File: config.mk
export PLATFORM = sky130hd
export DESIGN_NAME = regfile_wb_arbiter
export DESIGN_NICKNAME = d
export VERILOG_FILES = /design/src/rtl/regfile_wb_arbiter.sv
export SDC_FILE = /design/constraint.sdc
export NUM_CORES = 1
export LEC_CHECK = 0
export CAP_MARGIN = 40
export CORE_ASPECT_RATIO = 0.5
export CORE_UTILIZATION = 30
export DETAILED_ROUTE_END_ITERATION = 6
export PLACE_DENSITY = 0.53
export SKIP_LAST_GASP = 1
export SLEW_MARGIN = 20
export SYNTH_ARGS = -nofsm -noshare
export SYNTH_HDL_FRONTEND = slang
export SYNTH_SLANG_ARGS = --single-unit
File: constraint.sdc
create_clock -name clk -period 3.8 [get_ports clk]
set_clock_uncertainty 0.15 [all_clocks]
set_input_delay 0.38 -clock clk [delete_from_list [all_inputs] [get_ports clk]]
set_output_delay 0.38 -clock clk [all_outputs]
set_load 0.01 [all_outputs]
File: src/rtl/regfile_wb_arbiter.sv
// regfile_wb_arbiter: owns the single register-file write port.
// Pipeline writeback always wins the port. Long-latency unit results are
// written directly when the slot is free and the FIFO is empty, and are
// otherwise buffered and drained in free slots. A starvation counter requests
// a pipeline writeback bubble. A busy-register scoreboard is exported.
// Optional feature macro: WB_CONFLICT_CNT_EN (adds ConflictCount output).
module regfile_wb_arbiter #(
    parameter int unsigned FIFO_DEPTH   = 2,
    parameter int unsigned STARVE_LIMIT = 4
) (
    input  logic        clk,
    input  logic        rst,
    input  logic        RegWriteW,
    input  logic [4:0]  RdW,
    input  logic [31:0] ResultW,
    input  logic        LongValid,
    input  logic [4:0]  LongRd,
    input  logic [31:0] LongData,
    output logic        LongReady,
    input  logic        IssueLong,
    input  logic [4:0]  IssueRd,
    output logic        RegWrite_rf,
    output logic [4:0]  Rd_rf,
    output logic [31:0] WD_rf,
    output logic        PipeStall,
    output logic [31:0] BusyMask
`ifdef WB_CONFLICT_CNT_EN
    ,
    output logic [31:0] ConflictCount
`endif
);

    localparam int unsigned PTR_W = (FIFO_DEPTH > 1) ? $clog2(FIFO_DEPTH) : 1;
    localparam int unsigned CNT_W = $clog2(FIFO_DEPTH + 1);
    localparam int unsigned STV_W = $clog2(STARVE_LIMIT + 1);
    localparam logic [CNT_W-1:0] DEPTH_C = CNT_W'(FIFO_DEPTH);
    localparam logic [STV_W-1:0] LIMIT_C = STV_W'(STARVE_LIMIT);

    // FIFO storage and pointers
    logic [4:0]       fifo_rd_q   [FIFO_DEPTH];
    logic [31:0]      fifo_data_q [FIFO_DEPTH];
    logic [PTR_W-1:0] wr_ptr_q, rd_ptr_q;
    logic [CNT_W-1:0] count_q, count_d;

    // Registered write port, stall request, scoreboard, starvation counter
    logic             we_q, we_d;
    logic [4:0]       rd_q, rd_d;
    logic [31:0]      wd_q, wd_d;
    logic             stall_q, stall_d;
    logic [31:0]      busy_q, busy_d;
    logic [STV_W-1:0] stv_q, stv_d;

    // Per-cycle decisions
    logic        pw;
    logic        fifo_empty, fifo_full;
    logic        sel_pop, sel_byp;
    logic        do_push;
    logic [4:0]  head_rd;
    logic [31:0] head_data;
    logic        long_clr;
    logic [4:0]  long_clr_rd;

    assign RegWrite_rf = we_q;
    assign Rd_rf       = rd_q;
    assign WD_rf       = wd_q;
    assign PipeStall   = stall_q;
    assign BusyMask    = busy_q;

    // Slot classification and FIFO handshake
    always_comb begin
        pw         = RegWriteW && (RdW != 5'd0);
        fifo_empty = (count_q == '0);
        fifo_full  = (count_q == DEPTH_C);
        LongReady  = !rst && !fifo_full;
        head_rd    = fifo_rd_q[rd_ptr_q];
        head_data  = fifo_data_q[rd_ptr_q];
        sel_pop    = !pw && !fifo_empty;
        sel_byp    = !pw && fifo_empty && LongValid;
        do_push    = LongValid && LongReady && !sel_byp;
        count_d    = count_q;
        case ({do_push, sel_pop})
            2'b10:   count_d = count_q + 1'b1;
            2'b01:   count_d = count_q - 1'b1;
            default: count_d = count_q;
        endcase
    end

    // Write-port selection; Rd=0 long results are consumed without a write
    always_comb begin
        we_d        = 1'b0;
        rd_d        = rd_q;
        wd_d        = wd_q;
        long_clr    = 1'b0;
        long_clr_rd = 5'd0;
        if (pw) begin
            we_d = 1'b1;
            rd_d = RdW;
            wd_d = ResultW;
        end else if (sel_pop) begin
            if (head_rd != 5'd0) begin
                we_d        = 1'b1;
                rd_d        = head_rd;
                wd_d        = head_data;
                long_clr    = 1'b1;
                long_clr_rd = head_rd;
            end
        end else if (sel_byp) begin
            if (LongRd != 5'd0) begin
                we_d        = 1'b1;
                rd_d        = LongRd;
                wd_d        = LongData;
                long_clr    = 1'b1;
                long_clr_rd = LongRd;
            end
        end
    end

    // Scoreboard update: clear on long-result write, then set on issue (set wins)
    always_comb begin
        busy_d = busy_q;
        if (long_clr) begin
            busy_d[long_clr_rd] = 1'b0;
        end
        if (IssueLong && (IssueRd != 5'd0)) begin
            busy_d[IssueRd] = 1'b1;
        end
        busy_d[0] = 1'b0;
    end

    // Starvation counter; the limit-reaching increment folds straight into a stall
    always_comb begin
        stall_d = 1'b0;
        stv_d   = stv_q;
        if (fifo_empty || sel_pop) begin
            stv_d = '0;
        end else if (pw) begin
            if ((stv_q + 1'b1) == LIMIT_C) begin
                stall_d = 1'b1;
                stv_d   = '0;
            end else begin
                stv_d = stv_q + 1'b1;
            end
        end
    end

    // FIFO storage write (contents need no reset; pointers define validity)
    always_ff @(posedge clk) begin
        if (do_push) begin
            fifo_rd_q[wr_ptr_q]   <= LongRd;
            fifo_data_q[wr_ptr_q] <= LongData;
        end
    end

    // Control state registers with synchronous reset
    always_ff @(posedge clk) begin
        if (rst) begin
            wr_ptr_q <= '0;
            rd_ptr_q <= '0;
            count_q  <= '0;
            we_q     <= 1'b0;
            rd_q     <= '0;
            wd_q     <= '0;
            stall_q  <= 1'b0;
            busy_q   <= '0;
            stv_q    <= '0;
        end else begin
            if (do_push) begin
                wr_ptr_q <= wr_ptr_q + 1'b1;
            end
            if (sel_pop) begin
                rd_ptr_q <= rd_ptr_q + 1'b1;
            end
            count_q <= count_d;
            we_q    <= we_d;
            rd_q    <= rd_d;
            wd_q    <= wd_d;
            stall_q <= stall_d;
            busy_q  <= busy_d;
            stv_q   <= stv_d;
        end
    end

`ifdef WB_CONFLICT_CNT_EN
    logic [31:0] conflict_q;
    logic        conflict;

    assign ConflictCount = conflict_q;
    assign conflict      = pw && (!fifo_empty || LongValid);

    // Saturating count of cycles where a long result contended with a pipe write
    always_ff @(posedge clk) begin
        if (rst) begin
            conflict_q <= '0;
        end else if (conflict && (conflict_q != '1)) begin
            conflict_q <= conflict_q + 32'd1;
        end
    end
`endif

endmodule

== After elaboration in Yosys (flattened, before gate mapping) ==
Memory sizes are Yosys's and may differ from the RTL's. A register that Yosys moved wholly into a read port is not among the register bits.
Index checks and enable logic that the tools add are counted.

* $add $sub $neg: 5
* $lt $le $gt $ge: 4
* Equality and inequality tests: 5
* Multiplexer cells: 36
* Bitwise logic cells: 4
* Reductions and logical operators: 27

{| class="wikitable"
|+ Operators with widths
! operator !! number
|-
| two-way mux 32 bit || 7
|-
| two-way mux 5 bit || 10
|-
| bitwise AND 32 bit || 1
|-
| inverter 32 bit || 1
|-
| OR 32 bit || 1
|-
| nonzero test 5 bit || 4
|-
| two-way mux 1 bit || 15
|-
| less-than comparator 5 x 6 -> 1 bit (second input constant) || 2
|-
| demux 1 bit (select 5 bit) || 2
|-
| >= comparator 5 x 1 -> 1 bit (second input constant) || 2
|-
| logical AND 1 bit || 10
|-
| nonzero test 3 bit || 2
|-
| logical NOT 1 bit || 5
|-
| == test 2 bit (second input constant) || 2
|-
| case mux 2 bit (2 select lines) || 1
|-
| adder 3 x 1 -> 3 bit (second input constant) || 1
|-
| == test 3 bit (second input constant) || 1
|-
| two-way mux 3 bit || 1
|-
| != test 3 x 2 -> 1 bit (second input constant) || 1
|-
| AND reduction 3 bit || 1
|-
| OR reduction 3 bit || 1
|-
| adder 1 bit (second input constant) || 2
|-
| adder 2 x 1 -> 2 bit (second input constant) || 1
|-
| == test 2 x 1 -> 1 bit (second input constant) || 1
|-
| 6 further kinds || 6
|}

* Register bits: 78
* Bits in writable memories: 74
* Input port bits: 84
* Output and inout port bits: 72
* Word-level logic and storage cells: 93
* Memories kept: 2

{| class="wikitable"
|+ Memory list
! memory !! words !! width !! rd ports !! clocked after memory_dff !! wr ports !! RTL line !! RTL
|-
| fifo_data_q || 2 || 32 || 1 || 1 || 1 || 41 || <nowiki>logic [31:0] fifo_data_q [FIFO_DEPTH];</nowiki>
|-
| fifo_rd_q || 2 || 5 || 1 || 1 || 1 || 40 || <nowiki>logic [4:0] fifo_rd_q [FIFO_DEPTH];</nowiki>
|}

== Logic depth before layout (Yosys ltp) ==
Gate-level depths: netlist (run 1).

* Depth in word-level cells: 17
* Mapped depth: 8
* Mapped depth without buffers: 7

== Worst setup path before layout (run 1) ==
Ideal clock, no wire load.

* Path type: register to register
* Start: register count_q[0]
* End: memory fifo_data_q[0][0], enable pin
* Library setup time: 431 ps
* Arrival time: 2543 ps
* Required time: 3219 ps
* Setup slack: 675 ps
* Cell stages (with the launch flop): 6
* Path buffers: 1
* Period minus slack after synthesis: 3125 ps
* Path through: dfxtp_1 buf_6 inv_1 a21oi_1 o211ai_2 nor2_1

* Word-level cells in the longest chain between the ends: 7
* Elaborated cells on any way between the ends: 11
* Those cells by class: eq/ne: 1; mux: 2; reduce/logical: 8

{| class="wikitable"
|+ Ends and longest elaborated chain
! what !! RTL line !! RTL
|-
| start, declared || 43 || <nowiki>logic [CNT_W-1:0] count_q, count_d;</nowiki>
|-
| start signal, assigned || 173 || <nowiki>count_q <= count_d;</nowiki>
|-
| == test 2 bit || 73 || <nowiki>fifo_full = (count_q == DEPTH_C);</nowiki>
|-
| logical NOT 1 bit || 74 || <nowiki>LongReady = !rst && !fifo_full;</nowiki>
|-
| logical AND 1 bit || 74 ||
|-
| via LongReady || 19 || <nowiki>output logic LongReady,</nowiki>
|-
| logical AND 1 bit (2 in series) || 79 || <nowiki>do_push = LongValid && LongReady && !sel_byp;</nowiki>
|-
| two-way mux 1 bit || 148 || <nowiki>if (do_push) begin</nowiki>
|-
| two-way mux 1 bit (implied by the code) || 150 || <nowiki>fifo_data_q[wr_ptr_q] <= LongData;</nowiki>
|-
| end, declared || 41 ||
|}

The timed path passes the listed nets, and every way through them passes these cells.

== Worst setup path after layout (run 1) ==
* Start: input port RdW[3]
* End: register count_q[1]

* Word-level cells in the longest chain between the ends: 9
* Elaborated cells on any way between the ends: 12
* Those cells by class: eq/ne: 2; mux: 1; reduce/logical: 9

{| class="wikitable"
|+ Ends and longest elaborated chain
! what !! RTL line !! RTL
|-
| start, declared || 14 || <nowiki>input logic [4:0] RdW,</nowiki>
|-
| nonzero test 5 bit * || 71 || <nowiki>pw = RegWriteW && (RdW != 5'd0);</nowiki>
|-
| logical AND 1 bit * || 71 ||
|-
| logical NOT 1 bit * || 77, 78 ||
|-
| logical AND 1 bit (2 in series) || 78 || <nowiki>sel_byp = !pw && fifo_empty && LongValid;</nowiki>
|-
| logical NOT 1 bit || 79 ||
|-
| logical AND 1 bit || 79 ||
|-
| == test 2 x 1 -> 1 bit or == test 2 bit (tied branches) || 81 || <nowiki>case ({do_push, sel_pop})</nowiki>
|-
| case mux 2 bit (2 select lines) or nonzero test 2 bit (tied branches) || - ||
|}

Every way passes the cells marked *; elsewhere a longest branch is shown, timed or not.
A chain may end at the register's enable or synchronous reset.

==> results, run 1 <==
- The run finished with clean final reports.
- The die boundary width is 209 um.
- The highest attainable clock frequency is approximately 370 MHz.
- Max-cap violations in this run came to 0.
- The number of antenna violations at the first check in global routing is 0.
- The cell area that synthesis handed to floorplanning was 6430 um2.
- TritonCTS built the clock tree.
- The post-cts gate resize count is 0.
- Clock-pin slew was measured on the worst setup and hold paths at around 0.070 ns.
- In this run the worst path has a maximum fanout of 9.
- The worst hold path was traced through 2 stages.
- The cell count of the worst reg-to-reg path is 6.
- The aggregate routed wire length is approximately 19 mm.
- The number of primary I/O pins is ~160.
- The total power after layout is ~5 mW.
- The number of antenna diodes in the final layout is 0.
- The slew at the pin with the worst max-slew slack is approximately 0.78 ns.
- The total vias in the final route is just over 5000.
- The startpoint identified for the worst hold timing path is Rd_rf[1]$_SDFFE_PP0P_.
- The number of buffers added on ports is ~150.
- Setup repair after global routing left no endpoint under its margin.
- The DRC marker count from the first detailed-route iteration is 195.
- The number of enable-type register cells in the synthesized netlist is between 70 and 80.
- In the final routed layout, each cell accounts on average for about 19 um.
- The number of fill cells in the layout is around 2000.
- The clock reaches the later pin of the worst-skew pair after ~0.43 ns.
- The tree built by TritonCTS fans out to ~150 sinks.
- The post-synthesis cell type count is 55.
- The root buffer selected by CTS is clkbuf_16.
- By startpoint and endpoint, the worst setup path is classified as input pin to flop.
- The number of hold violations in the final report is 0.
- Dividing the final minimum period by the clock period gives 0.715.
- The placer's final routability congestion estimate is between 0.8 and 0.9.
- The endpoint with the worst hold slack is Rd_rf[1]$_SDFFE_PP0P_.
- For this run, design rule violations remaining after detail routing come to 0.
- The cell taking the most area after synthesis is edfxtp_1.
- Ranked by total cell area, the synthesized netlist is headed by edfxtp_1, dfxtp_1, mux2i_1, o221ai_1, a21oi_1.
- Setup slack on the worst reg-to-reg path comes out at between 1 and 1.5 ns.
- The floorplan step set the die height to between 100 and 150 um.
- The final layout contains between 700 and 800 nets.
- The synthesis-to-finish area growth is 37.2%.
- The required time at the endpoint of the critical path is between 4 and 5 ns.
- The via count of the first global-routing pass is about 5200.
- The post-CTS setup buffer count is 0.
- For the finished layout, the period the worst path requires is 2.72 ns.
- The depth of the CTS H-tree is 4.
- At the placement stage, the worst setup path has a slack of ~0.65 ns.
- The warning count from the yosys run is 0.
- The least setup slack across all paths after layout is between 1 and 1.5 ns.
- The standard cell core area is about 21000 um2.
- The net count after synthesis is between 600 and 700.
- The synthesized instance count is about 570.
- The largest voltage drop on the vdd net is between 200 and 300 uV.
- The worst endpoint data arrival time is a little under 3 ns.
- The most used flip-flop cell after synthesis is dfxtp_1.
- The share of synthesized area in the top cell type comes to 0.346.
- The number of buffers on the longest clock path is 2.
- Sorting the synthesized cells by how often they occur yields dfxtp_1, edfxtp_1, a21oi_1.
- The post-detailed-route count of antenna-violating nets is 0.
- The register bit total from synthesis is ~150.
- The summed negative setup slack over all endpoints is 0 ns.
- The average footprint of a synthesized cell is around 11 um2.
- Counting the buffers created by CTS gives 17.
- The die outline area is about 22000 um2.
- The power density relative to cell area is 569 nW/um2.
- The starting density of the core is 0.309.
- The detailed-placement wirelength estimate is about 12 mm.
- The via density per instance is between 5 and 6.
- Measured against its own limit, the worst slew margin works out to 0.480.
- For this run, asynchronously set or reset flops after synthesis account for 0.
- The count of pins over their slew limit was 0.
- The global-route wire length before repair is 29.4 mm.
- The first detailed-routing pass ran for 5 iterations.
- The largest net degree at the start of global routing is 66.
- The final setup violation count is 0.
- For this design the static power due to leakage is around 2.8 nW.
- Global routing finished with a remaining overflow of 0.
- In the final layout, the share of cells above drive strength 1 is 0.0874.
- The sequential area share after synthesis is 0.589.
- The path class of the tightest hold or removal check is flop to flop.
- STA classifies the critical path endpoint as a flop.
- The site row count is 37.
- The most common cell in the synthesized netlist is dfxtp_1.
- In the global route stage, overall resource usage came out at 0.173.
- The reg-to-reg endpoint is BusyMask[23]$_SDFF_PP0_.
- In this run, post-CTS hold repair placed 0 buffers.
- The category of the worst setup path launch point is an input pin.
stage by stage:
step / area (um2) / std cells / utilization / hold WS, ns
6_report: 8820 / 994 / 0.424 / 0.314
5_1_grt: 8820 / 994 / 0.424 / 0.347
4_1_cts: 8820 / 994 / 0.424 / 0.316
3_5_place_dp: 8240 / 962 / 0.396 / 0.306
3_3_place_gp: 8190 / 960 / 0.394 / 0.293
2_1_floorplan: 6430 / 565 / - / 0.284
layer usage:
metal,vias up,GRT usage,part of all wire
li1,2461,-,-
met1,2465,0.236,0.48
met2,137,0.274,0.46
met3,18,0.0349,0.044
met4,0,0.0572,0.013
met5,-,0,0
power by group:
group / switching, mW / internal (mW)
logic: 0.755 / 0.600
registers: 0.106 / 1.89
clock network: 0.768 / 0.904
total: 1.63 / 3.39
logic make-up (layout without fill, tap and decap cells):
kind of cell,after synthesis,count (layout),synth area share
buf+inv,53,209,0.0395
fa+ha+maj,3,3,0.00584
mux,39,39,0.0613
other cells,1,1,0.000583
simple gates,118,118,0.0940
flops,152,152,0.589
compound gates,194,194,0.203
xor+xnor,5,5,0.00681
worst max-delay path, cell delays in order:
cell and delay, ns:
clkdlybuf4s50_1 0.42, or4_4 0.57, o21a_1 0.32, o211ai_2 0.39
ha_1 0.33, or3_1 0.37, a21oi_1 0.14
placed cells by master, fill, tap and decap left out, types with 3 or more instances in the layout:
master,netlist,routed
o21ai_0,45,45
or3_1,9,9
a211oi_1,5,5
nand4bb_1,3,3
o21ai_1,22,22
buf_4,2,7
nor3_1,3,3
ha_1,3,3
clkbuf_16,0,18
nand3_1,13,13
inv_6,0,5
o211ai_2,8,8
o221ai_1,33,33
nor2_1,22,20
edfxtp_1,74,74
dfxtp_1,78,77
nand2_1,45,45
clkdlybuf4s50_1,0,154
o32ai_1,8,8
mux2i_1,36,36
a21oi_1,46,46
nor3b_1,3,3
xnor2_1,3,3
nor2b_1,5,5
inv_8,0,3
o211ai_1,12,12
inv_1,14,13
worst max-delay path by stage:
stage                     slack (ns)                     from                          end  cells past startpoint
after global placement          0.66                   RdW[3]      count_q[1]$_SDFFE_PP0P_                      7
final                           1.08                   RdW[3]      count_q[1]$_SDFFE_PP0P_                      7
after detailed placement        0.65                   RdW[3]      count_q[1]$_SDFFE_PP0P_                      7
after global routing            0.88                     flop      BusyMask[23]$_SDFF_PP0_                      6
after floorplan                 0.68  count_q[0]$_SDFFE_PP0P_  fifo_data_q[0][0]$_DFFE_PP_                      5
after CTS                       1.09                   RdW[3]      count_q[1]$_SDFFE_PP0P_                      7
flip-flops by register name (all words and copies together) (netlist names), named ones only:
signal and count:
fifo_data_q 64, WD_rf 32, rd_ptr_q 1, BusyMask 31, Rd_rf 5, stv_q 3, PipeStall 1, wr_ptr_q 1
RegWrite_rf 1, count_q 2, fifo_rd_q 10
layout make-up:
class / instances / area [um2] / area share
timing repair buffer: 163 / 1650 / 0.187
inverter: 14 / 52.6 / 0.00596
sequential: 152 / 3780 / 0.429
multi-input combinational: 360 / 2410 / 0.274
clock buffer: 18 / 450 / 0.0511
tap: 273 / 342 / 0.0387
clock inverter: 14 / 130 / 0.0147
Note: power is estimated with default switching activity, not from simulation.
==> inputs of run 2 (changes only) <==
Settings changed: PLACE_DENSITY 0.53 to 0.55.
Clock period 3.8 ns to 2.33 ns, I/O delays scaled along.
==> results, run 2 (same netlist as run 1, synthesis figures left out) <==
- Run status: completed (unchanged).
- The total power after layout was 8.62 mW (was 5.02 mW).
- The largest fanout on the critical path is 11 (was 9).
- The global-route wire length before repair came to 29.4 mm (about the same).
- The family of cells with the greatest summed delay on the critical path is compound AO/OA/AOI/OAI gates (was simple AND/OR/NAND/NOR gates).
- The post-detailed-route count of antenna-violating nets is 0 (unchanged).
- The path category of the worst min-delay check is input pin to flop (was flop to flop).
- The total track usage is 0.173 (about the same).
- The number of antenna violations at the first check in global routing came to 0 (unchanged).
- The number of CTS-inserted buffers was 17 (unchanged).
- The height of the die came to 106 um (unchanged).
- The depth of the CTS H-tree came to 4 (unchanged).
- The max-cap check violation count is 0 (unchanged).
- The via density per instance came to 5.04 (was 5.11).
- The critical path's slowest cell is o32ai_1 (was or4_4).
- The most frequent standard cell in the layout excluding fill and tap cells is clkdlybuf4s50_1 (unchanged).
- The clock period minus worst slack is roughly 2.2 ns.
- The number of primary I/O pins is 156 (unchanged).
- Dividing the final minimum period by the clock period gives 0.957.
- The synthesis-to-finish area growth was 44.6% (was 37.2%).
- The post-CTS clock slew at the launch and capture registers of the worst setup and hold paths came to 0.06 ns (was 0.07 ns).
- The number of buffers on the longest clock path came to 2 (unchanged).
- The worst-case hold slack is 0.282 ns (was 0.314 ns).
- The detailed-router iteration count before antenna repair came to 6 (was 5).
- The net total in the final layout is 840 (was 795).
- The number of buffers added on ports is 154 (unchanged).
- Most used cells in the layout excluding fill and tap cells: clkdlybuf4s50_1, dfxtp_1, edfxtp_1 (unchanged).
- The die outline area is 22100 um2 (unchanged).
- The standard cell core area is 20800 um2 (unchanged).
- The total DRC errors in the routed layout was 0 (unchanged).
- The worst slew margin relative to its limit is 0.637 (was 0.480).
- The number of buffer and inverter instances along the worst setup path is 1 (unchanged).
- The number of hold violations in the final report came to 0 (unchanged).
- The DRC marker count from the first detailed-route iteration is 247 (was 195).
- The average routed wire per standard cell is 17.9 um (was 18.8 um).
- The cell leakage power is 3.11 nW (was 2.84 nW).
- The clock insertion delay at the later pin of the skew report is 0.43 ns (about the same).
- The aggregate routed wire length is 18.6 mm (about the same).
- The number of buffers added to fix hold violations after cts is 0 (unchanged).
- The kind of end point of the critical path is a flop (unchanged).
- The die boundary width is 209 um (unchanged).
- For this run, the top clock speed supported by timing is approximately 450 MHz.
- Cell-by-cell trace of the critical path: buf_4 > nor2_4 > o32ai_1 > nand3_1 > o211ai_1 > o21ai_0 (was clkdlybuf4s50_1 > or4_4 > o21a_1 > o211ai_2 > ha_1 > or3_1 > a21oi_1).
- The required time at the endpoint of the critical path is 2.47 ns (was 4.01 ns).
- RSZ-0062 raised after global routing: false (unchanged).
- The fraction of layout instances using a drive strength above 1 came to 0.146 (was 0.0874).
- The worst endpoint data arrival time is 2.37 ns (was 2.93 ns).
- The longest individual stage delay on the worst path was 0.54 ns (was 0.57 ns).
- The via count of the first global-routing pass is 5314 (was 5176).
- The detailed-placement wirelength estimate is 13.4 mm (was 12.4 mm).
- The count of pins over their slew limit was 0 (unchanged).
- The largest net degree at the start of global routing came to 65 (was 66).
- The category of the worst setup path launch point is a flop (was input pin).
- The root buffer selected by CTS is clkbuf_16 (unchanged).
- The number of clock sinks is 152 (unchanged).
- The type of the worst setup path is flop to flop (was input pin to flop).
- The slew at the pin with the worst max-slew slack is 0.537 ns (was 0.777 ns).
- The antenna diode count was 0 (unchanged).
- The placer's final routability congestion estimate is 0.872 (was 0.840).
- The flip-flop count of the largest register after layout is 64 (unchanged).
- The starting density of the core is 0.309 (unchanged).
- The TritonCTS clock tree is yes (unchanged).
- The register with the highest flop count is fifo_data_q (unchanged).
- The power density relative to cell area is 927 nW/um2 (was 569 nW/um2).
- The leftover overflow at the end of global routing is 0 (unchanged).
- The number of fill cells in the layout is 1904 (was 1972).
- The total vias in the final route is 5238 (was 5081).
- The final setup violation count is 0 (unchanged).
- The site row count is 37 (unchanged).
- The largest voltage drop on the vdd net is 556 uV (was 288 uV).
## run 2: cell count changes in the layout (fill, tap and decap cells not counted), sizes merged
| cell | previous run | this run |
|---|---|---|
| buf | 9 | 54 |
| clkbuf | 18 | 22 |
| inv | 22 | 19 |
| bufinv | 0 | 2 |
| clkinv | 4 | 2 |
| clkinvlp | 2 | 1 |
## run 2: area by class of cell
| type | count | area, um2 | share of cell area |
|---|---|---|---|
| clock inverter | 10 | 129 | 0.0139 |
| sequential | 152 | 3780 | 0.407 |
| tap | 273 | 342 | 0.0368 |
| clock buffer | 22 | 497 | 0.0534 |
| timing repair buffer | 208 | 2050 | 0.221 |
| multi-input combinational | 360 | 2440 | 0.263 |
| inverter | 14 | 52.6 | 0.00565 |
## run 2: repair_timing
action                     in CTS  in global routing
gates resized for setup         1                  5
setup buffers                   0                  4
setup endpoints to repair       6                 43
pin swaps                       0                  2
## run 2: power breakdown
part	switching, mW	internal [mW]	total (mW)
Combinational	1.29	1.20	2.48
Clock	1.14	1.76	2.90
Sequential	0.158	3.08	3.24
## run 2: layer usage
layer,GRT usage,up-vias,part of all wire
met4,0.0488,0,0.011
li1,-,2555,-
met5,0,-,0
met3,0.0378,17,0.035
met2,0.279,123,0.47
met1,0.232,2543,0.49
## run 2: through the flow
stage / area (um2) / setup TNS [ns] / utilization / std cells / setup slack (ns)
after floorplan: 6430 / -14.55 / - / 565 / -0.196
after global placement: 8530 / -36.73 / 0.410 / 1001 / -0.461
after detailed placement: 8590 / -21.63 / 0.413 / 1003 / -0.330
after CTS: 9220 / 0 / 0.443 / 1035 / 0.0592
after global routing: 9290 / 0 / 0.447 / 1039 / 0.0185
final: 9290 / 0 / 0.447 / 1039 / 0.101
## run 2: path summary, 6_finish.rpt
kind | slack (ns) | cells past startpoint | from | endpoint
hold / removal | 0.28 | 3 | ResultW[3] | WD_rf[3]$_SDFFE_PP0P_
setup / recovery | 0.10 | 6 | count_q[1]$_SDFFE_PP0P_ | BusyMask[23]$_SDFF_PP0_
hold reg to reg | 0.31 | 1 | stv_q[0]$_SDFFE_PP0P_ | stv_q[0]$_SDFFE_PP0P_
setup reg to reg | 0.10 | 6 | count_q[1]$_SDFFE_PP0P_ | BusyMask[23]$_SDFF_PP0_
## run 2: worst register-to-register path, stage by stage (launching register included)
cell	delay [ns]
dfxtp_1	0.51
buf_4	0.20
nor2_4	0.07
o32ai_1	0.54
nand3_1	0.31
o211ai_1	0.23
o21ai_0	0.10
